<file path="src/rtl/fpu_pipe.sv">
// fpu_pipe: three-stage pipelined add/sub/compare/mov FPU with valid/ready.
// Define FPU_PIPE_RNE_EN for round-to-nearest-even; default truncates.
module fpu_pipe #(
    parameter int EXP_W = 8,
    parameter int MAN_W = 23,
    parameter int TAG_W = 5
) (
    input  logic                   clk,
    input  logic                   rst_n,
    input  logic                   in_valid,
    output logic                   in_ready,
    input  logic [3:0]             fpu_op,
    input  logic [EXP_W+MAN_W:0]   f1,
    input  logic [EXP_W+MAN_W:0]   f2,
    input  logic [TAG_W-1:0]       in_tag,
    output logic                   out_valid,
    input  logic                   out_ready,
    output logic [EXP_W+MAN_W:0]   fpu_out,
    output logic [TAG_W-1:0]       out_tag,
    output logic [3:0]             flags
);

    localparam int W     = 1 + EXP_W + MAN_W;
    localparam int SW    = MAN_W + 4;
    localparam int EMAXI = (1 << EXP_W) - 1;
    localparam logic [EXP_W-1:0] EMAX   = '1;
    localparam logic [EXP_W-1:0] EMAXM1 = EMAX - 1'b1;
    localparam logic [W-1:0] QNAN = {1'b0, EMAX, 1'b1, {(MAN_W-1){1'b0}}};
`ifdef FPU_PIPE_RNE_EN
    localparam bit RNE = 1'b1;
`else
    localparam bit RNE = 1'b0;
`endif

    localparam logic [3:0] OP_ADD = 4'd2;
    localparam logic [3:0] OP_SUB = 4'd3;
    localparam logic [3:0] OP_EQ  = 4'd4;
    localparam logic [3:0] OP_LE  = 4'd5;
    localparam logic [3:0] OP_LT  = 4'd6;
    localparam logic [3:0] OP_GE  = 4'd7;
    localparam logic [3:0] OP_GT  = 4'd8;
    localparam logic [3:0] OP_MOV = 4'd9;

    // leading-zero count of an aligned significand
    function automatic int lzc(input logic [SW-1:0] v);
        int n;
        n = SW;
        for (int i = 0; i < SW; i++) begin
            if (v[i]) n = SW - 1 - i;
        end
        return n;
    endfunction

    logic w_adv;

    // S1: unpack, classify, compare, align
    logic [EXP_W-1:0] w_ea, w_eb;
    logic [MAN_W-1:0] w_ma, w_mb;
    logic             w_sa, w_sb;
    logic             w_za, w_zb, w_ia, w_ib, w_na, w_nb;
    logic [W-2:0]     w_maga, w_magb, w_big, w_sml;
    logic             w_aneg, w_bneg, w_lt, w_eq;
    logic             w_swap, w_sbig, w_ssml;
    logic [EXP_W-1:0] w_diff;
    logic [31:0]      w_diff32, w_sh;
    logic [SW-1:0]    w_big_sig, w_sml_ext, w_sml_sh, w_mask, w_sml_al;
    logic             w_stk;
    logic             w_byp1;
    logic [W-1:0]     w_res1;
    logic [3:0]       w_flg1;

    logic                 r_s1_vld, r_s1_byp, r_s1_sgn, r_s1_sub;
    logic [TAG_W-1:0]     r_s1_tag;
    logic [W-1:0]         r_s1_res;
    logic [3:0]           r_s1_flg;
    logic [EXP_W-1:0]     r_s1_exp;
    logic [SW-1:0]        r_s1_big, r_s1_sml;

    // S2: magnitude add/subtract
    logic [SW:0]          w_sum;
    logic                 w_s2_sgn;

    logic                 r_s2_vld, r_s2_byp, r_s2_sgn;
    logic [TAG_W-1:0]     r_s2_tag;
    logic [W-1:0]         r_s2_res;
    logic [3:0]           r_s2_flg;
    logic [EXP_W-1:0]     r_s2_exp;
    logic [SW:0]          r_s2_sum;

    // S3: normalise, round, range check
    int                   w_lz, w_e;
    logic [SW-1:0]        w_norm;
    logic [MAN_W-1:0]     w_m;
    logic                 w_g, w_r, w_s, w_inc;
    logic [MAN_W+1:0]     w_rsig;
    logic [W-1:0]         w_res3;
    logic [3:0]           w_flg3;

    logic                 r_out_vld;
    logic [W-1:0]         r_out;
    logic [TAG_W-1:0]     r_out_tag;
    logic [3:0]           r_out_flg;

    assign w_adv     = !r_out_vld || out_ready;
    assign in_ready  = w_adv;
    assign out_valid = r_out_vld;
    assign fpu_out   = r_out;
    assign out_tag   = r_out_tag;
    assign flags     = r_out_flg;

    assign w_ea = f1[W-2 -: EXP_W];
    assign w_eb = f2[W-2 -: EXP_W];
    assign w_ma = f1[MAN_W-1:0];
    assign w_mb = f2[MAN_W-1:0];
    assign w_sa = f1[W-1];
    assign w_sb = f2[W-1] ^ (fpu_op == OP_SUB);
    assign w_za = (w_ea == '0);
    assign w_zb = (w_eb == '0);
    assign w_ia = (w_ea == EMAX) && (w_ma == '0);
    assign w_ib = (w_eb == EMAX) && (w_mb == '0);
    assign w_na = (w_ea == EMAX) && (w_ma != '0);
    assign w_nb = (w_eb == EMAX) && (w_mb != '0);

    assign w_maga = w_za ? '0 : f1[W-2:0];
    assign w_magb = w_zb ? '0 : f2[W-2:0];
    assign w_aneg = f1[W-1] & ~w_za;
    assign w_bneg = f2[W-1] & ~w_zb;
    assign w_eq   = (w_maga == w_magb) && (w_aneg == w_bneg);

    // sign-magnitude ordering with both zeros equal
    always_comb begin
        w_lt = 1'b0;
        if (w_aneg != w_bneg) w_lt = w_aneg;
        else if (w_aneg)      w_lt = (w_maga > w_magb);
        else                  w_lt = (w_maga < w_magb);
    end

    assign w_swap = (w_magb > w_maga);
    assign w_big  = w_swap ? w_magb : w_maga;
    assign w_sml  = w_swap ? w_maga : w_magb;
    assign w_sbig = w_swap ? w_sb : w_sa;
    assign w_ssml = w_swap ? w_sa : w_sb;

    assign w_big_sig = {w_big[W-2 -: EXP_W] != '0, w_big[MAN_W-1:0], 3'b000};
    assign w_sml_ext = {w_sml[W-2 -: EXP_W] != '0, w_sml[MAN_W-1:0], 3'b000};
    assign w_diff    = w_big[W-2 -: EXP_W] - w_sml[W-2 -: EXP_W];
    assign w_diff32  = {{(32-EXP_W){1'b0}}, w_diff};
    assign w_sh      = (w_diff32 > 32'(SW-1)) ? 32'(SW-1) : w_diff32;
    assign w_sml_sh  = w_sml_ext >> w_sh;
    assign w_mask    = ~({SW{1'b1}} << w_sh);
    assign w_stk     = |(w_sml_ext & w_mask);
    assign w_sml_al  = {w_sml_sh[SW-1:1], w_sml_sh[0] | w_stk};

    // results fully decided in S1: specials, compares, mov, illegal
    always_comb begin
        w_byp1 = 1'b1;
        w_res1 = '0;
        w_flg1 = '0;
        unique case (fpu_op)
            OP_ADD, OP_SUB: begin
                if (w_na || w_nb) begin
                    w_res1 = QNAN;
                end else if (w_ia && w_ib && (w_sa != w_sb)) begin
                    w_res1    = QNAN;
                    w_flg1[3] = 1'b1;
                end else if (w_ia) begin
                    w_res1 = {w_sa, EMAX, {MAN_W{1'b0}}};
                end else if (w_ib) begin
                    w_res1 = {w_sb, EMAX, {MAN_W{1'b0}}};
                end else begin
                    w_byp1 = 1'b0;
                end
            end
            OP_EQ, OP_LE, OP_LT, OP_GE, OP_GT: begin
                if (w_na || w_nb) begin
                    w_flg1[3] = 1'b1;
                end else begin
                    unique case (fpu_op)
                        OP_EQ:   w_res1[0] = w_eq;
                        OP_LE:   w_res1[0] = w_lt | w_eq;
                        OP_LT:   w_res1[0] = w_lt;
                        OP_GE:   w_res1[0] = ~w_lt;
                        default: w_res1[0] = ~(w_lt | w_eq);
                    endcase
                end
            end
            OP_MOV: begin
                w_res1 = f1;
            end
            default: begin
                w_flg1[0] = 1'b1;
            end
        endcase
    end

    // S1 register bank
    always_ff @(posedge clk or negedge rst_n) begin
        if (!rst_n) begin
            r_s1_vld <= 1'b0;
            r_s1_byp <= 1'b0;
            r_s1_sgn <= 1'b0;
            r_s1_sub <= 1'b0;
            r_s1_tag <= '0;
            r_s1_res <= '0;
            r_s1_flg <= '0;
            r_s1_exp <= '0;
            r_s1_big <= '0;
            r_s1_sml <= '0;
        end else if (w_adv) begin
            r_s1_vld <= in_valid;
            r_s1_byp <= w_byp1;
            r_s1_sgn <= w_sbig;
            r_s1_sub <= w_sbig ^ w_ssml;
            r_s1_tag <= in_tag;
            r_s1_res <= w_res1;
            r_s1_flg <= w_flg1;
            r_s1_exp <= w_big[W-2 -: EXP_W];
            r_s1_big <= w_big_sig;
            r_s1_sml <= w_sml_al;
        end
    end

    assign w_sum = r_s1_sub ? ({1'b0, r_s1_big} - {1'b0, r_s1_sml})
                            : ({1'b0, r_s1_big} + {1'b0, r_s1_sml});
    assign w_s2_sgn = (r_s1_sub && (w_sum == '0)) ? 1'b0 : r_s1_sgn;

    // S2 register bank
    always_ff @(posedge clk or negedge rst_n) begin
        if (!rst_n) begin
            r_s2_vld <= 1'b0;
            r_s2_byp <= 1'b0;
            r_s2_sgn <= 1'b0;
            r_s2_tag <= '0;
            r_s2_res <= '0;
            r_s2_flg <= '0;
            r_s2_exp <= '0;
            r_s2_sum <= '0;
        end else if (w_adv) begin
            r_s2_vld <= r_s1_vld;
            r_s2_byp <= r_s1_byp;
            r_s2_sgn <= w_s2_sgn;
            r_s2_tag <= r_s1_tag;
            r_s2_res <= r_s1_res;
            r_s2_flg <= r_s1_flg;
            r_s2_exp <= r_s1_exp;
            r_s2_sum <= w_sum;
        end
    end

    // normalise, round and range-check the S2 sum
    always_comb begin
        w_lz   = lzc(r_s2_sum[SW-1:0]);
        w_e    = int'(r_s2_exp);
        w_norm = '0;
        if (r_s2_sum[SW]) begin
            w_norm = {r_s2_sum[SW:2], r_s2_sum[1] | r_s2_sum[0]};
            w_e    = w_e + 1;
        end else begin
            w_norm = r_s2_sum[SW-1:0] << w_lz;
            w_e    = w_e - w_lz;
        end
        w_m    = w_norm[SW-2:3];
        w_g    = w_norm[2];
        w_r    = w_norm[1];
        w_s    = w_norm[0];
        w_inc  = RNE & w_g & (w_r | w_s | w_m[0]);
        w_rsig = {1'b0, w_norm[SW-1], w_m} + {{(MAN_W+1){1'b0}}, w_inc};
        if (w_rsig[MAN_W+1]) begin
            w_m = w_rsig[MAN_W:1];
            w_e = w_e + 1;
        end else begin
            w_m = w_rsig[MAN_W-1:0];
        end
        w_res3 = '0;
        w_flg3 = '0;
        if (r_s2_byp) begin
            w_res3 = r_s2_res;
            w_flg3 = r_s2_flg;
        end else if (r_s2_sum == '0) begin
            w_res3 = {r_s2_sgn, {(W-1){1'b0}}};
        end else if (w_e >= EMAXI) begin
            w_flg3[2] = 1'b1;
            w_res3 = RNE ? {r_s2_sgn, EMAX, {MAN_W{1'b0}}}
                         : {r_s2_sgn, EMAXM1, {MAN_W{1'b1}}};
        end else if (w_e <= 0) begin
            w_flg3[1] = 1'b1;
            w_res3 = {r_s2_sgn, {(W-1){1'b0}}};
        end else begin
            w_res3 = {r_s2_sgn, w_e[EXP_W-1:0], w_m};
        end
    end

    // output register; holds while the consumer stalls
    always_ff @(posedge clk or negedge rst_n) begin
        if (!rst_n) begin
            r_out_vld <= 1'b0;
            r_out     <= '0;
            r_out_tag <= '0;
            r_out_flg <= '0;
        end else if (w_adv) begin
            r_out_vld <= r_s2_vld;
            r_out     <= r_s2_vld ? w_res3 : '0;
            r_out_tag <= r_s2_vld ? r_s2_tag : '0;
            r_out_flg <= r_s2_vld ? w_flg3 : '0;
        end
    end

endmodule

</file>
<file path="config.mk">
export PLATFORM = sky130hd
export DESIGN_NAME = fpu_pipe
export DESIGN_NICKNAME = d
export VERILOG_FILES = /design/src/rtl/fpu_pipe.sv
export SDC_FILE = /design/constraint.sdc
export NUM_CORES = 1
export LEC_CHECK = 0
export BUFFER_PORTS_ARGS = -buffer_cell sky130_fd_sc_hd__buf_4
export CELL_PAD_IN_SITES_DETAIL_PLACEMENT = 0
export CELL_PAD_IN_SITES_GLOBAL_PLACEMENT = 2
export CORE_MARGIN = 1
export CORE_UTILIZATION = 41
export CTS_BUF_LIST = sky130_fd_sc_hd__clkbuf_2 sky130_fd_sc_hd__clkbuf_4 sky130_fd_sc_hd__clkbuf_8
export CTS_CLUSTER_DIAMETER = 150
export DETAILED_ROUTE_END_ITERATION = 10
export GPL_ROUTABILITY_DRIVEN = 1
export PLACE_DENSITY_LB_ADDON = 0.2
export SLEW_MARGIN = 5
export SYNTH_ARGS = -nofsm -noshare
export SYNTH_HDL_FRONTEND = slang
export SYNTH_SLANG_ARGS = --single-unit
</file>
<file path="constraint.sdc">
create_clock -name clk -period 15.66 [get_ports clk]
set_input_delay 1.566 -clock clk [delete_from_list [all_inputs] [get_ports clk]]
set_output_delay 1.566 -clock clk [all_outputs]
set_load 0.03 [all_outputs]
</file>
==> out/results.tsv <==
stage	metric	value	unit
logic_synthesis	synth_top_area_share	32.2	%
timing	final-setup-viol-count	0	
timing	max_freq	119	MHz
critical_path	cp.required	16.09	ns
critical_path	slowest_delay	0.88	ns
critical_path	critical_path_class	input port to flop	
logic_synthesis	synthTopCellsByArea	dfrtp_1, nand2_1, ha_1	
clock_tree	ctsHoldBuffers	0	
critical_path	arrival	8.81	ns
power_and_ir_drop	p_total	3.16	mW
clock_tree	cts_buffer_depth	3	
logic_synthesis	synth_top_cell_by_area	dfrtp_1	
cells_and_area	num_antenna_cells	0	
logic_synthesis	async_reset_ff_share	100	%
timing	timing.final.crit_period	8.38	ns
floorplanning	chipHeight	207	µm
logic_synthesis	ys_seq_area_share	32.2	%
clock_tree	clock_sinks	222	
place	globalplace.congestion	0.977	
worst_hold_path	hp-start	r_s1_res[8]	
clock_tree	cts.htree.levels	2	
cells_and_area	syn2layout_area_growth	11.8	%
global_route	antenna_found_initial	0	
clock_tree	ctsResizeCount	0	
drt	avgRoutedWirePerCell	23.5	µm
cells_and_area	final_common_cell	nand2_1	
floorplanning	fp.dieArea	0.0429	mm²
worst_hold_path	hold_path_end	r_s2_res[8]	
floorplanning	ios	120	
global_route	grt_max_degree	94	
clock_tree	numCtsBuffers	40	
critical_path	rrSetupSlack	9.75	ns
timing	rsz0062_at_grt	false	
critical_path	startpoint_type	input port	
outcome	status	finished clean	
power_and_ir_drop	power.density	164	mW/mm²
clock_tree	clkLatencyLatePin	0.60	ns
drt	totalWireLength	66.7	mm
drt	dr.pass1.iters	5	
logic_synthesis	synthesis.nets	2405	
place	port_buffers	119	
logic_synthesis	postSynthRegisterBits	222	
drt	detail-route-antenna-nets	0	
worst_hold_path	hold_path_class	flop to flop	
critical_path	r2r-end	fpu_out[15]	
cells_and_area	finalNetCount	2439	
drt	drt-initial-drc-count	1632	
global_route	grt-ovfl-total	0	
critical_path	endpoint_kind	flop	
clock_tree	cts-root-buf	clkbuf_8	
drt	num_vias	17302	
logic_synthesis	avgSynthCellArea	7.71	µm²
cells_and_area	drive_above_1_share	11.9	%
global_route	track_usage	30.8	%
critical_path	cp_slowest_cell	nand2_1	
clock_tree	path_clk_slew	0.06	ns
timing	post-route-period-util	53.5	%
logic_synthesis	ys_types	95	
critical_path	r2r-start	r_s2_sum[2]	
power_and_ir_drop	power.leakage	8.70	nW
power_and_ir_drop	ir_worst_vdd	0.0000666	V
timing	worst_pin_slew	1.12	ns
timing	final.setup.tns	0	ns
timing	hold_violations	0	
critical_path	path_cells	buf_4 -> nor4_1 -> nand2_1 -> and2_1 -> ha_1 -> nand4_1 -> nor4_2 -> nand2_1 -> a21boi_4 -> nor2_4 -> nor2_1 -> a21oi_1 -> ha_1 -> nor2_1 -> o21ai_0 -> a32oi_2 -> xnor2_1 -> a21oi_1 -> nand2_1 -> mux2i_1 -> mux2i_1 -> mux2i_1 -> o22ai_1 -> a2bb2oi_1	
clock_tree	cts_tree	built	
timing	hold_ws	0.455	ns
worst_hold_path	holdPathStages	2	
global_route	grt_pass1_vias	16387	
logic_synthesis	synthFlopType	dfrtp_1	
logic_synthesis	ys_warn_count	0	
run	maxCapViolCount	0	
clock_tree	cts_setup_buffers	0	
floorplanning	num_rows	74	
critical_path	r2r_cells	23	
timing	relSlewSlack	25.4	%
drt	vias_per_cell	6.11	
floorplanning	core_area	0.0412	mm²
drt	drc_errors	0	
timing	clock_skew	0.0422	ns
logic_synthesis	syn_area	0.0173	mm²
critical_path	worstPathMaxFanout	30	
cells_and_area	final_cell_mix	nand2_1, dfrtp_1, nor2_1	
logic_synthesis	postSynthCellCount	2237	
place	dp_hpwl	51.0	mm
global_route	grt_pass1_wl	102	mm
floorplanning	die_w	207	µm
timing	slew_violations	0	
logic_synthesis	synth-edff-count	0	
floorplanning	initial_core_util	41.9	%
how the worst max path moves through the flow:
stage / start / slack, ns / to
6_report: f2[29] / 7.28 / r_s1_sml[5]
3_5_place_dp: f2[30] / 6.90 / r_s1_sml[3]
3_3_place_gp: f2[30] / 6.92 / r_s1_sml[2]
4_1_cts: f2[30] / 7.52 / r_s1_sml[3]
2_1_floorplan: f1[23] / 7.88 / r_s1_sml[6]
5_1_grt: f1[23] / 6.91 / r_s1_sml[2]
stage by stage:
step	instances	setup slack, ns	utilization (%)	area, µm²
after floorplan	2237	7.88	-	17300
after global placement	2761	6.92	44.7	18400
after detailed placement	2761	6.90	44.7	18400
after CTS	2833	7.52	46.8	19300
after global routing	2833	6.91	46.8	19300
final	2833	7.28	46.8	19300
kinds of logic (layout without fill, tap and decap cells):
logic type	Yosys count	after routing	synth area share, %
flip-flops	222	222	32.2
buffers and inverters	238	302	5.46
XOR/XNOR	42	42	2.13
adder cells (fa/ha/maj)	92	92	6.74
multiplexers	80	80	5.94
AO/OA/AOI/OAI	663	663	24.5
AND/OR/NAND/NOR	900	900	23.1
registers in the layout, summed over array words and instances (netlist names):
signal	count
r_s1_sgn	1
r_s1_res	32
r_s2_res	32
r_s1_tag	5
r_s2_sum	28
flags	4
r_s1_vld	1
r_s2_flg	2
r_s2_sgn	1
r_s1_big	24
r_s1_sub	1
r_s1_byp	1
fpu_out	32
r_s2_tag	5
r_s1_flg	2
out_valid	1
r_s2_byp	1
r_s1_sml	27
r_s2_exp	8
r_s2_vld	1
out_tag	5
r_s1_exp	8
per-layer routing:
metal / routed length, µm / vias up / track usage, %
met4: 1840 / 0 / 10.0
li1: - / 8075 / -
met3: 4760 / 106 / 4.90
met1: 31500 / 8421 / 45.6
met5: 0 / - / 0
met2: 28600 / 700 / 45.6
power by group:
part           internal, mW  switching, mW
combinational         0.595           1.03
clock                 0.336          0.255
sequential            0.726          0.214
total                  1.66           1.50
synthesized netlist by cell type (30+ instances only):
master / n
nand3_1: 46
ha_1: 89
nand2_1: 449
o21ai_0: 175
mux2i_1: 54
xnor2_1: 30
dfrtp_1: 222
a21oi_1: 176
clkbuf_1: 121
nor3_1: 44
nor4_1: 31
nor2_1: 204
inv_1: 85
a31oi_1: 33
cell type report:
cell class / instances / area, µm²
timing repair buffer: 144 / 1090
fill: 4227 / 21900
sequential: 222 / 5560
tap: 532 / 666
inverter: 86 / 325
multi-input combinational: 1777 / 10800
clock buffer: 62 / 785
clock inverter: 10 / 82.6
critical path, delay by kind of cell:
family	cells	cell delay, ns
and+or+nand+nor	10	3.57
AOI/OAI and AO/OA	7	1.44
muxes	3	0.88
xor gates and xnor gates	1	0.70
adders and majority gates	2	0.49
buffers and inverters	1	0.14
No activity file was read; power rests on OpenSTA's default activity.
